<file path="config.mk">
export PLATFORM = sky130hd
export DESIGN_NAME = flag_branch_unit
export DESIGN_NICKNAME = d
export VERILOG_FILES = /design/src/rtl/flag_branch_unit.sv
export SDC_FILE = /design/constraint.sdc
export NUM_CORES = 1
export LEC_CHECK = 0
export ABC_AREA = 1
export BUFFER_PORTS_ARGS = -buffer_cell sky130_fd_sc_hd__buf_2
export CAP_MARGIN = 40
export CORE_UTILIZATION = 45
export CTS_CLUSTER_DIAMETER = 50
export DETAILED_ROUTE_END_ITERATION = 8
export GPL_ROUTABILITY_DRIVEN = 0
export PLACE_DENSITY = 0.75
export SYNTH_ARGS = -nofsm -noshare
export SYNTH_HDL_FRONTEND = slang
export SYNTH_SLANG_ARGS = --single-unit
</file>
<file path="constraint.sdc">
create_clock -name clk -period 3 [get_ports clk]
set_input_delay 0.3 -clock clk [delete_from_list [all_inputs] [get_ports clk]]
set_output_delay 0.3 -clock clk [all_outputs]
set_load 0.05 [all_outputs]
</file>
<file path="src/rtl/flag_branch_unit.sv">
// Architectural {Z,V,N} flag register with EX bypass, plus B/BR condition resolve and PC redirect.
// Latency: flags update on the write edge; redirect_valid/redirect_pc appear one cycle after resolve.
// Backpressure: stall freezes flag writes and resolution, drops redirect_valid; decode re-presents.
module flag_branch_unit #(
  parameter int ADDR_W = 16,
  parameter int IMM_W  = 9
) (
  input  logic              clk,
  input  logic              rst_n,
  input  logic              ex_valid,
  input  logic [3:0]        ex_opcode,
  input  logic [2:0]        alu_flags,
  input  logic              ex_flush,
  input  logic              stall,
  input  logic              id_valid,
  input  logic [3:0]        id_opcode,
  input  logic [2:0]        id_cond,
  input  logic [IMM_W-1:0]  id_imm,
  input  logic [ADDR_W-1:0] id_pc_plus2,
  input  logic [ADDR_W-1:0] id_rs_val,
  output logic [2:0]        flags_q,
  output logic              redirect_valid,
  output logic [ADDR_W-1:0] redirect_pc
);

  localparam logic [3:0] OP_B  = 4'b1100;
  localparam logic [3:0] OP_BR = 4'b1101;

  logic [2:0]        wr_mask;
  logic              wr_en;
  logic [2:0]        eff_flags;
  logic              eff_z, eff_v, eff_n;
  logic              cond_true;
  logic              is_branch;
  logic              resolve;
  logic [ADDR_W-1:0] imm_sext;
  logic [ADDR_W-1:0] target;

  always_comb begin
    wr_mask = 3'b000;
    case (ex_opcode)
      4'b0000, 4'b0001:                   wr_mask = 3'b111;
      4'b0010, 4'b0100, 4'b0101, 4'b0110: wr_mask = 3'b100;
      default:                            wr_mask = 3'b000;
    endcase
  end

  assign wr_en     = ex_valid & ~ex_flush & ~stall;
  // Bypass: a branch in decode sees the flags EX is about to write this edge.
  assign eff_flags = wr_en ? ((flags_q & ~wr_mask) | (alu_flags & wr_mask)) : flags_q;
  assign eff_z     = eff_flags[2];
  assign eff_v     = eff_flags[1];
  assign eff_n     = eff_flags[0];

  always_comb begin
    cond_true = 1'b0;
    case (id_cond)
      3'b000:  cond_true = ~eff_z;
      3'b001:  cond_true = eff_z;
      3'b010:  cond_true = ~eff_z & ~eff_n;
      3'b011:  cond_true = eff_n;
      3'b100:  cond_true = eff_z | ~eff_n;
      3'b101:  cond_true = eff_z | eff_n;
      3'b110:  cond_true = eff_v;
      default: cond_true = 1'b1;
    endcase
  end

  assign is_branch = (id_opcode == OP_B) | (id_opcode == OP_BR);
  // Decode is wrong-path while a redirect is in flight.
  assign resolve   = id_valid & ~stall & ~redirect_valid & is_branch & cond_true;
  assign imm_sext  = {{(ADDR_W-IMM_W){id_imm[IMM_W-1]}}, id_imm};
  assign target    = (id_opcode == OP_BR) ? id_rs_val
                                          : id_pc_plus2 + {imm_sext[ADDR_W-2:0], 1'b0};

  always_ff @(posedge clk or negedge rst_n) begin
    if (!rst_n) begin
      flags_q        <= 3'b000;
      redirect_valid <= 1'b0;
      redirect_pc    <= '0;
    end else begin
      if (wr_en) flags_q <= eff_flags;
      redirect_valid <= resolve;
      if (resolve) redirect_pc <= target;
    end
  end

endmodule

</file>
Word level (Yosys, flattened, before mapping)
Index checks and enable logic that the tools add are counted.
{"block": "classes", "add_sub_neg": 1, "n_eq_ne": 13, "mux": 4, "bitwise": 19, "n_reduce_logical": 4}
{"op": "adder 16 bit", "count": 1}
{"op": "two-way mux 16 bit", "count": 1}
{"op": "equality test 4 x 3 -> 1 bit, second input constant", "count": 3}
{"op": "equality test 3 bit, second input constant", "count": 3}
{"op": "equality test 4 bit, second input constant", "count": 2}
{"op": "AND 1 bit", "count": 7}
{"op": "case mux 1 bit (7 select lines)", "count": 1}
{"op": "AND 3 bit", "count": 2}
{"op": "equality test 3 x 2 -> 1 bit, second input constant", "count": 2}
{"op": "case mux 3 bit (2 select lines)", "count": 1}
{"op": "inverter 1 bit", "count": 5}
{"op": "equality test 4 x 1 -> 1 bit, second input constant", "count": 1}
{"op": "equality test 4 x 2 -> 1 bit, second input constant", "count": 1}
{"op": "zero test 4 bit", "count": 1}
{"op": "OR reduction 4 bit", "count": 1}
{"op": "equality test 3 x 1 -> 1 bit, second input constant", "count": 1}
{"op": "zero test 3 bit", "count": 1}
{"op": "two-way mux 3 bit", "count": 1}
{"op": "inverter 3 bit", "count": 1}
{"op": "bitwise OR 1 bit", "count": 3}
{"op": "bitwise OR 3 bit", "count": 1}
{"op": "OR reduction 2 bit", "count": 1}
{"block": "totals", "regBits": 20, "input_bits": 61, "output_inout_bits": 20, "word_cells": 44}

Longest topological paths before layout
Gate-level depths: netlist (run 1).
{"block": "depth", "depth_word": 11, "mapped_depth": 16, "depth_no_buf": 15}

Worst setup path before layout (run 1)
No wires, ideal clock.
{"block": "synth_timing", "path_type": "in2reg", "start": "in id_imm[0]", "end": "reg redirect_pc[13]", "setup_time_ns": 0.119, "t_arrival_ns": 1.559, "slack_ns": 1.322, "path_stages": 13, "path_buffers": 0, "path_cell_list": "ha_1 > inv_1 > fa_1 > inv_1 > nand3_1 > nand3_1 > nand3_1 > nand3_1 > nand2_1 > nand3_1 > nand2_1 > nand3_1 > nand2_1"}
{"block": "synth_between", "elab_chain_cells": 2}
{"item": "start: declaration", "line_no": "18", "rtl": "input logic [IMM_W-1:0] id_imm,"}
{"item": "adder 16 bit", "line_no": "74", "rtl": ": id_pc_plus2 + {imm_sext[ADDR_W-2:0], 1'b0};"}
{"item": "two-way mux 16 bit", "line_no": "73", "rtl": "assign target = (id_opcode == OP_BR) ? id_rs_val"}
{"item": "end signal: assignment", "line_no": "84", "rtl": "if (resolve) redirect_pc <= target;"}
{"item": "end: declaration", "line_no": "23", "rtl": "output logic [ADDR_W-1:0] redirect_pc"}
Every way passes these cells.
A chain may end at the register's enable or synchronous reset.

Worst setup path after layout (run 1)
Same ends and word-level chain as after synthesis.

==> impl_results.md, run 1 <==
* Mapped cell area at a little over 2000 um^2
* Pwr dens at 457 nW/um^2
* Flop2flop setup slack at 1.38 ns
* Final instance count without filler cells at 480
* # clock sinks at 20
* Dpl hpwl at 4150 um
* Remaining routing DRC violations at 0
* Distinct cells, synth at 29
* Global-route wire length before repair at roughly 8600 um
* Total Neg Setup Slack at 0 ns
* Crit-path slowest cell: fa_1
* CTS Buf Count at 3
* Max-slew violations at 0
* Combinational Power Share at 54.3%
* Crit path from: id_imm[0]
* Synthesis-stage register bit count at 20
* Crit path top cell by count: nand3_1
* Worst path bufs/invs at 3
* Critical path endpoint: redirect_pc[13]
* Skew-Pair Late Insertion Delay at 0.25 ns
* Setup violators final at 0
* DIE WIDTH at roughly 70 um
* Total number of vias at roughly 2300
* Detailed Route Iter0 Violations at 82
* Stages on the worst setup path at 14
* Largest area contributor in the netlist: nand2_1
* Commonest non-fill, non-tap cell in the layout: nand2_1
* Period utilisation layout at 54.3%
* Worst path arrival time at 1.78 ns
* Status: finished, final reports clean
* Iteration count of the initial detailed-routing pass at 4
* Antenna cell count at 0
* CP Max Fanout at 3
* Worst vdd ir at 0.189 mV
* Min Tclk post-route at 1.63 ns
* CP startpoint kind: primary input
* Final hold violations at 0
* Worst clock skew at 0.00166 ns
* Synth Net Count at 424
* Initial antenna violation count at 0
* Internal power at around 0.6 mW
* Bufs on Longest Clock Path at 2
* Sequential Power Share at 31.1%
* Worst path max stage delay at 0.39 ns
* Drt total wl at between 4000 and 5000 um
* Area growth from synthesis to layout at 24.3%
* Io pins at 81
* Largest cells by area after synthesis: nand2_1 (28%), dfrtp_1 (24%), nand3_1 (12%), inv_1 (9.4%), ha_1 (8.5%)
* Seq/Total Area, Yosys at roughly a quarter
* WP data required at 3.15 ns
* Chip Height at 69.8 um
* Worst r2r src: redirect_valid
* Area share of the leading cell type in the synthesized netlist at approximately 28%
* Row cnt at 24
* Mapped Cells at roughly 350
* Element type at the critical path end: flip-flop
* Root Driver: clkbuf_8
* Post-DR wirelength/cell at between 10 and 15 um
* Final net count at 506
* Layout cells sized above 1 at between 20% and 30%
* Max_slew headroom at 61.1%
* Crit path kind: primary input to flip-flop
* RSZ-0062 raised after global routing: false
* CTS tree: yes
* Max-cap violation count at 0
* Worst Hold Class: primary input to flip-flop
* Number of global-route vias before repair at roughly 2200
* Cells on worst reg2reg path at 5
* Initial Util at a little under half
* Clk slew on worst S/H paths at 0.07 ns
* CORE AREA at 4380 um^2
* Slew @ Worst Pin at 0.579 ns
* CTS H-tree lvls at 1
* CP Cell Sequence: buf_2 > ha_1 > inv_1 > fa_1 > inv_1 > nand3_1 > nand3_1 > nand3_1 > nand3_1 > nand2_1 > nand3_1 > nand2_1 > nand3_1 > nand2_1
* Detail Route Antenna Nets at 0
* RR Endpoint: redirect_pc[11]
* P_sw at 0.573 mW
* YS warnings at 0
* Commonest non-fill, non-tap cells in the layout: nand2_1 (155), buf_2 (80), inv_1 (52)
* Placed instance count at approximately 480
* Total gr overflow at 0
* Highest clock rate at 613 MHz
* Largest net degree at the start of global routing at 22
* Crit path max-delay family: simple AND/OR/NAND/NOR gates
* Clk pwr share at 14.6%
* LEAKAGE at 1.64 nW
* Die area at 4870 um^2
* IO Port Bufs at 80
* Via density at approximately 4.8
* Switching Fraction at 48.8%
* GR Util All Layers at 21.3%
* Syn avg cell area at 5.94 um^2
[state kept, by name (all words and copies together), names as in the netlist]
signal          count
redirect_valid      1
redirect_pc        16
flags_q             3
[cell usage after synthesis]
master and n:
o21ai_0 5, and2_1 1, dfrtp_1 20, nand3_1 48, buf_6 1, a21oi_2 1
xor2_1 3, or2_2 1, inv_2 1, xnor2_1 2, buf_4 1, nor4_4 1
nand2_1 155, ha_1 14, nand3_2 1, nand4_1 3, clkinv_1 1, a21oi_1 6
nand3b_1 1, nor3_1 4, nor2_1 13, fa_1 1, clkbuf_1 3, nand2_4 2
nor2_4 1, inv_1 52, nand2_2 4, buf_2 1, nor2_2 1
[kinds of logic (layout without fill, tap and decap cells)]
group / after synthesis / after routing / share of synthesized area, %
compound gates: 12 / 12 / 3.09
xor+xnor: 5 / 5 / 2.12
fa+ha+maj: 15 / 15 / 9.44
buf+inv: 60 / 140 / 11.5
flops: 20 / 20 / 24.2
simple gates: 236 / 236 / 49.6
[power by group through the flow]
stage               Clock (mW)  Combinational, mW  Sequential (mW)
floorplan                    0              0.245            0.591
global placement             0              0.631            0.368
detailed placement           0              0.639            0.371
CTS                      0.176              0.641            0.366
global route             0.184              0.702            0.373
finish                   0.172              0.638            0.365
[worst register-to-register path: stages (launching register included)]
cell and delay, ns:
dfrtp_1 0.40, nor4_4 0.56, buf_4 0.27, nand2_4 0.13, nand2_1 0.11, nand2_1 0.05
[how the worst min path moves through the flow]
stage	from	end	slack, ns	cells after the start
global route	alu_flags[0]	flags_q[0]	0.32	3
floorplan	rst_n	flags_q[0]	0.004	0
CTS	alu_flags[0]	flags_q[0]	0.29	3
global placement	rst_n	redirect_pc[2]	0.26	1
finish	alu_flags[0]	flags_q[0]	0.29	3
detailed placement	rst_n	redirect_pc[2]	0.27	1
[cell type report]
cell class / count / area (um^2)
flip-flops and latches: 20 / 500
fillers: 448 / 1820
well taps: 52 / 65.1
clock buffers: 3 / 41.3
multi-input cells: 268 / 1330
repair buffers: 83 / 425
inverters: 54 / 203
[metal layers]
layer	vias up	global-route usage, %	part of all wire [%]
li1	1244	-	-
met1	1011	25.7	46
met2	63	38.8	48
met3	7	1.45	4.2
met4	0	8.89	2.0
met5	-	0	0
[stage by stage]
| stage | util (%) | total power [mW] | setup WS (ns) | hold slack [ns] | area [um^2] |
|---|---|---|---|---|---|
| after floorplan | - | 0.837 | 1.32 | 0.00441 | 2070 |
| after global placement | 57.4 | 0.999 | 1.13 | 0.264 | 2520 |
| after detailed placement | 57.4 | 1.01 | 1.09 | 0.268 | 2520 |
| after CTS | 58.6 | 1.18 | 1.35 | 0.291 | 2570 |
| after global routing | 58.6 | 1.26 | 1.21 | 0.321 | 2570 |
| final | 58.6 | 1.17 | 1.37 | 0.293 | 2570 |
[repair_timing]
| item | 4_1_cts | 5_1_grt |
|---|---|---|
| buffers inserted | 0 | 0 |
| gates resized for setup | 0 | 0 |
| hold buffers | 1 | 0 |
| hold endpoints to repair | 20 | 0 |
(Power assumes the default switching activity.)
==> inputs of run 2 (changes only) <==
--- a/config.mk
+++ b/config.mk
@@ -12,7 +12,7 @@
 export CTS_CLUSTER_DIAMETER = 50
 export DETAILED_ROUTE_END_ITERATION = 8
 export GPL_ROUTABILITY_DRIVEN = 0
-export PLACE_DENSITY = 0.75
+export PLACE_DENSITY = 0.78
 export SYNTH_ARGS = -nofsm -noshare
 export SYNTH_HDL_FRONTEND = slang
 export SYNTH_SLANG_ARGS = --single-unit
==> constraint.sdc (replaced) <==
create_clock -name clk -period 1.4 [get_ports clk]
set_input_delay 0.14 -clock clk [delete_from_list [all_inputs] [get_ports clk]]
set_output_delay 0.14 -clock clk [all_outputs]
set_load 0.05 [all_outputs]
==> run 2 against run 1 <==
Net effect: clock skew up 0.00097 ns; sequential share of layout area down 2.8 points; sequential power up 120%; worst setup slack worse by 1.4 ns; utilization up 10 points; non-clock buffer count up 24; final cell count up 5.2%; largest power group unchanged; highest routed layer unchanged.
==> impl_results.md, run 2 (synthesis gave the netlist of run 1 again) <==
* Status: finished, final reports clean
* Initial antenna violation count at 0
* Crit path from: id_imm[8]
* Hold Path Origin: alu_flags[0]
* Total gr overflow at 0
* Io pins at 81
* Max_slew headroom at between 60% and 70%
* Skew-Pair Late Insertion Delay at 0.26 ns
* WHS at 0.131 ns
* IO Port Bufs at 80
* CP Max Fanout at 7
* CORE AREA at 4380 um^2
* Worst clock skew at 0.00263 ns
* Pwr dens at 935 nW/um^2
* Largest net degree at the start of global routing at 21
* Crit path kind: primary input to flip-flop
* Highest clock rate at 721 MHz
* # clock sinks at 20
* Worst setup margin at 0.0124 ns
* Placed Area at 2710 um^2
* CTS Buf Count at 3
* Worst r2r src: redirect_valid
* Post-route cell area at 3030 um^2
* DIE WIDTH at around 70 um
* CP startpoint kind: primary input
* Clk slew on worst S/H paths at 0.07 ns
* Via density at 4.96
* Setup violators final at 0
* Final hold violations at 0
* Total number of vias at 2506
* Period utilisation layout at 99.1%
* Element type at the critical path end: flip-flop
* GR Util All Layers at a little under a quarter
* Chip Height at approximately 70 um
* Detailed Route Iter0 Violations at 104
* Register area at 505 um^2
* Number of global-route vias before repair at 2275
* CTS H-tree lvls at 1
* Dpl hpwl at ~4500 um
* LEAKAGE at approximately 1.8 nW
* WP data required at 1.56 ns
* Worst path arrival time at approximately 1.5 ns
* Area of the multi-input gates at 1570 um^2
* Die area at 4870 um^2
* Bufs on Longest Clock Path at 2
* RSZ-0062 raised after global routing: true
* Iteration count of the initial detailed-routing pass at 4
* Setup WS pre-CTS at -0.273 ns
* Post-DR wirelength/cell at 11.7 um
* Placed instance count at about 500
* Max reg flops at 16
* Max-cap violation count at 0
* Slew @ Worst Pin at 0.462 ns
* Area growth from synthesis to layout at 46.4%
* Fill cells at between 300 and 400
* Min Tclk post-route at 1.39 ns
* CTS tree: yes
* Worst vdd ir at 0.467 mV
* Final net count at 530
* Commonest non-fill, non-tap cells in the layout: nand2_1 (150), buf_2 (79), inv_1 (51)
* Largest regs: redirect_pc: 16 flops, flags_q: 3 flops, redirect_valid: 1 flops
* Worst Hold Class: primary input to flip-flop
* Commonest non-fill, non-tap cell in the layout: nand2_1
* Detail Route Antenna Nets at 0
* Row cnt at 24
* Initial Util at 47.1%
* Drt total wl at 5930 um
* Global-route wire length before repair at ~9100 um
* Root Driver: clkbuf_8
* Layout cells sized above 1 at 35.8%
* Finished Core Util at between 60% and 70%
* Final instance count without filler cells at between 500 and 600
* Antenna cell count at 0
* Max-slew violations at 0
* Remaining routing DRC violations at 0
* Top reg by flops: redirect_pc
==> run 2: worst paths after layout <==
path                                   endpoint  slack [ns]  cells after the start
worst max register to register   redirect_pc[0]        0.11                      4
worst min register to register   redirect_pc[4]        0.47                      2
worst max-delay path            redirect_pc[14]        0.01                     13
max in group asynchronous            flags_q[1]        0.73                      2
worst min-delay path                 flags_q[0]        0.13                      3
min in group asynchronous        redirect_pc[4]        0.35                      2
==> run 2: worst max-delay path, cell delays in order <==
cell     delay, ns
buf_4         0.18
ha_4          0.30
nand2_1       0.07
inv_1         0.09
nand2_1       0.10
nor3_1        0.18
nand2_1       0.10
nand2_1       0.07
nand2_1       0.04
nand3_1       0.07
nand2_1       0.08
nand3_1       0.07
nand2_1       0.05
==> run 2: through the flow <==
stage | setup TNS [ns] | total power [mW]
6_report | 0 | 2.83
5_1_grt | -0.101 | 3.02
4_1_cts | 0 | 2.71
3_5_place_dp | -2.53 | 2.27
3_3_place_gp | -1.96 | 2.24
2_1_floorplan | -1.18 | 1.80
==> run 2: where the power goes <==
part	switching [mW]	internal, mW
Combinational	1.06	0.541
Sequential	0.0777	0.714
Clock	0.187	0.250
Total	1.33	1.51
==> run 2: area by class of cell <==
class | count | share of cell area (%)
multi-input cells | 268 | 52.0
repair buffers | 107 | 20.6
well taps | 52 | 2.15
clock buffers | 4 | 1.82
flip-flops and latches | 20 | 16.7
inverters | 54 | 6.70
==> run 2: routing by layer <==
layer,vias to the layer above,routed length (um),track usage (%)
met2,81,3060,41.7
met4,0,102,8.44
li1,1285,-,-
met3,10,318,2.33
met5,-,0,0
met1,1130,2450,26.6
==> run 2: timing repair <==
action / in CTS / in global routing
resized for setup: 1 / 38
hold endpoints to repair: 20 / 0
setup buffers: 0 / 2
hold buffers: 1 / 0
pin swaps: 0 / 8
endpoints found under the setup margin: 1 / 12
==> inputs of run 3 (changes only) <==
--- a/config.mk
+++ b/config.mk
@@ -13,6 +13,7 @@
 export DETAILED_ROUTE_END_ITERATION = 8
 export GPL_ROUTABILITY_DRIVEN = 0
 export PLACE_DENSITY = 0.78
+export RECOVER_POWER = 100
 export SYNTH_ARGS = -nofsm -noshare
 export SYNTH_HDL_FRONTEND = slang
 export SYNTH_SLANG_ARGS = --single-unit
==> run 3 against run 2 <==
Net effect: global-route usage unchanged; critical path type unchanged; sequential share of layout area up 0.14 points; routed wire length about the same; register-to-register slack about the same; critical path depth unchanged; non-clock buffer count unchanged; clock-buffer cell count unchanged; first-iteration DRC count up 5.8%; clock skew down 0.00059 ns; flip-flop and latch count unchanged; hold slack about the same; die area unchanged; highest routed layer unchanged.
==> impl_results.md, run 3 (synthesis gave the netlist of run 1 again) <==
* Layout cells sized above 1 at between 30% and 40%
* CTS H-tree lvls at 1
* Worst clock skew at 0.00204 ns
* Worst vdd ir at 0.446 mV
* GR Util All Layers at 22.6%
* CTS tree: yes
* Skew-Pair Late Insertion Delay at 0.26 ns
* Worst Hold Class: primary input to flip-flop
* Combinational Power Share at 55.9%
* Highest clock rate at 731 MHz
* Crit path kind: primary input to flip-flop
* WP data required at 1.56 ns
* Worst path max stage delay at 0.30 ns
* Drt total wl at roughly 5900 um
* Total gr overflow at 0
* Crit path top cell by count: nand2_1
* Antenna cell count at 0
* Detailed Route Iter0 Violations at 110
* P_sw at around 1.3 mW
* Post-DR wirelength/cell at around 12 um
* Number of global-route vias before repair at 2275
* Total Neg Setup Slack at 0 ns
* Io pins at 81
* Period utilisation layout at 97.8%
* # clock sinks at 20
* Sequential Power Share at between 20 and 30%
* Internal power at ~1.5 mW
* LEAKAGE at 1.71 nW
* Chip Height at 69.8 um
* Largest regs: redirect_pc: 16 flops, flags_q: 3 flops, redirect_valid: 1 flops
* Commonest non-fill, non-tap cell in the layout: nand2_1
* CTS Buf Count at 3
* Max-slew violations at 0
* Clk slew on worst S/H paths at about 0.070 ns
* Worst setup margin at 0.0311 ns
* Total number of vias at 2526
* CP Max Fanout at 7
* Row cnt at 24
* Root Driver: clkbuf_8
* Initial antenna violation count at 0
* Final hold violations at 0
* Detail Route Antenna Nets at 0
* Iteration count of the initial detailed-routing pass at 4
* Max reg flops at 16
* Max-cap violation count at 0
* Status: finished, final reports clean
* Pwr dens at 932 nW/um^2
* Switching Fraction at 47.6%
* Bufs on Longest Clock Path at 2
* RSZ-0062 raised after global routing: true
* Global-route wire length before repair at a little over 9000 um
* DIE WIDTH at approximately 70 um
* Slew @ Worst Pin at 0.611 ns
* Final instance count without filler cells at 505
* CORE AREA at 4380 um^2
* Dpl hpwl at 4490 um
* CP startpoint kind: primary input
* Largest net degree at the start of global routing at 21
* Die area at ~4900 um^2
* Min Tclk post-route at 1.37 ns
* Clk pwr share at roughly 16%
* Crit-path slowest cell: ha_4
* Setup violators final at 0
* Worst path arrival time at 1.52 ns
* Element type at the critical path end: flip-flop
* Commonest non-fill, non-tap cells in the layout: nand2_1 (150), buf_2 (58), inv_1 (51)
* CP Cell Sequence: buf_4 > ha_4 > nand2_1 > inv_1 > nand2_1 > nor3_1 > nand2_1 > nand2_1 > nand2_1 > nand3_1 > nand2_1 > nand3_1 > nand2_1
* Remaining routing DRC violations at 0
* Area growth from synthesis to layout at 45.2%
* IO Port Bufs at 80
* Total power at 2.80 mW
* Placed instance count at 498
* Placed Area at 2710 um^2
* Final net count at 530
* Top reg by flops: redirect_pc
* Post-route cell area at between 3000 and 4000 um^2
* Crit path max-delay family: simple AND/OR/NAND/NOR gates
* Max_slew headroom at 59.4%
* Worst path bufs/invs at 2
* Initial Util at 47.1%
* Setup WS pre-CTS at -0.273 ns
* Via density at ~5
## run 3: changes by cell type in the layout (fill, tap and decap cells not counted), sizes merged
cell    previous run  this run
clkbuf             4        25
buf              106        85
## run 3: layout make-up
| cell class | count | area [um^2] |
|---|---|---|
| clock buffer | 4 | 55.1 |
| fill | 397 | 1380 |
| tap | 52 | 65.1 |
| timing repair buffer | 107 | 599 |
| sequential | 20 | 505 |
| inverter | 54 | 203 |
| multi-input combinational | 268 | 1570 |
## run 3: path summary, 6_finish.rpt
| check | end | from | depth (start not counted) | slack (ns) |
|---|---|---|---|---|
| max in group asynchronous | flags_q[1] | rst_n | 2 | 0.68 |
| hold reg to reg | redirect_pc[4] | redirect_pc[4] | 2 | 0.47 |
| setup reg to reg | redirect_pc[0] | redirect_valid | 4 | 0.11 |
| setup / recovery | redirect_pc[14] | id_imm[8] | 13 | 0.03 |
| min in group asynchronous | redirect_pc[4] | rst_n | 2 | 0.37 |
| hold / removal | flags_q[0] | alu_flags[0] | 3 | 0.13 |
## run 3: stage by stage
step	hold slack (ns)	util (%)
4_1_cts	0.131	63.4
3_3_place_gp	0.104	61.8
6_report	0.131	68.5
2_1_floorplan	-0.156	-
3_5_place_dp	0.105	61.8
5_1_grt	0.137	68.5
## run 3: power by group through the flow
| stage | clock network (mW) | logic [mW] | registers [mW] |
|---|---|---|---|
| after global routing | 0.470 | 1.70 | 0.810 |
| after floorplan | 0 | 0.529 | 1.27 |
| final | 0.436 | 1.56 | 0.797 |
| after detailed placement | 0 | 1.47 | 0.801 |
| after CTS | 0.443 | 1.48 | 0.791 |
| after global placement | 0 | 1.44 | 0.798 |
## run 3: repair_timing
item / 4_1_cts / 5_1_grt
cloned: 0 / 0
hold buffers: 1 / 0
gates resized for setup: 1 / 38
endpoints found under the setup margin: 1 / 12
hold endpoints to repair: 20 / 0
buffers inserted: 0 / 2
pin swaps: 0 / 8
## run 3: per-layer routing
layer / vias to the layer above / track usage [%] / wire, um
met4: 0 / 8.44 / 112
met5: - / 0 / 0
li1: 1285 / - / -
met3: 10 / 2.33 / 306
met1: 1152 / 26.6 / 2460
met2: 79 / 41.7 / 3060
## run 3: worst register-to-register path: stages (launching register included)
cell	delay, ns
dfrtp_2	0.43
nor4_4	0.38
buf_6	0.22
nand3_1	0.11
nand2_1	0.08
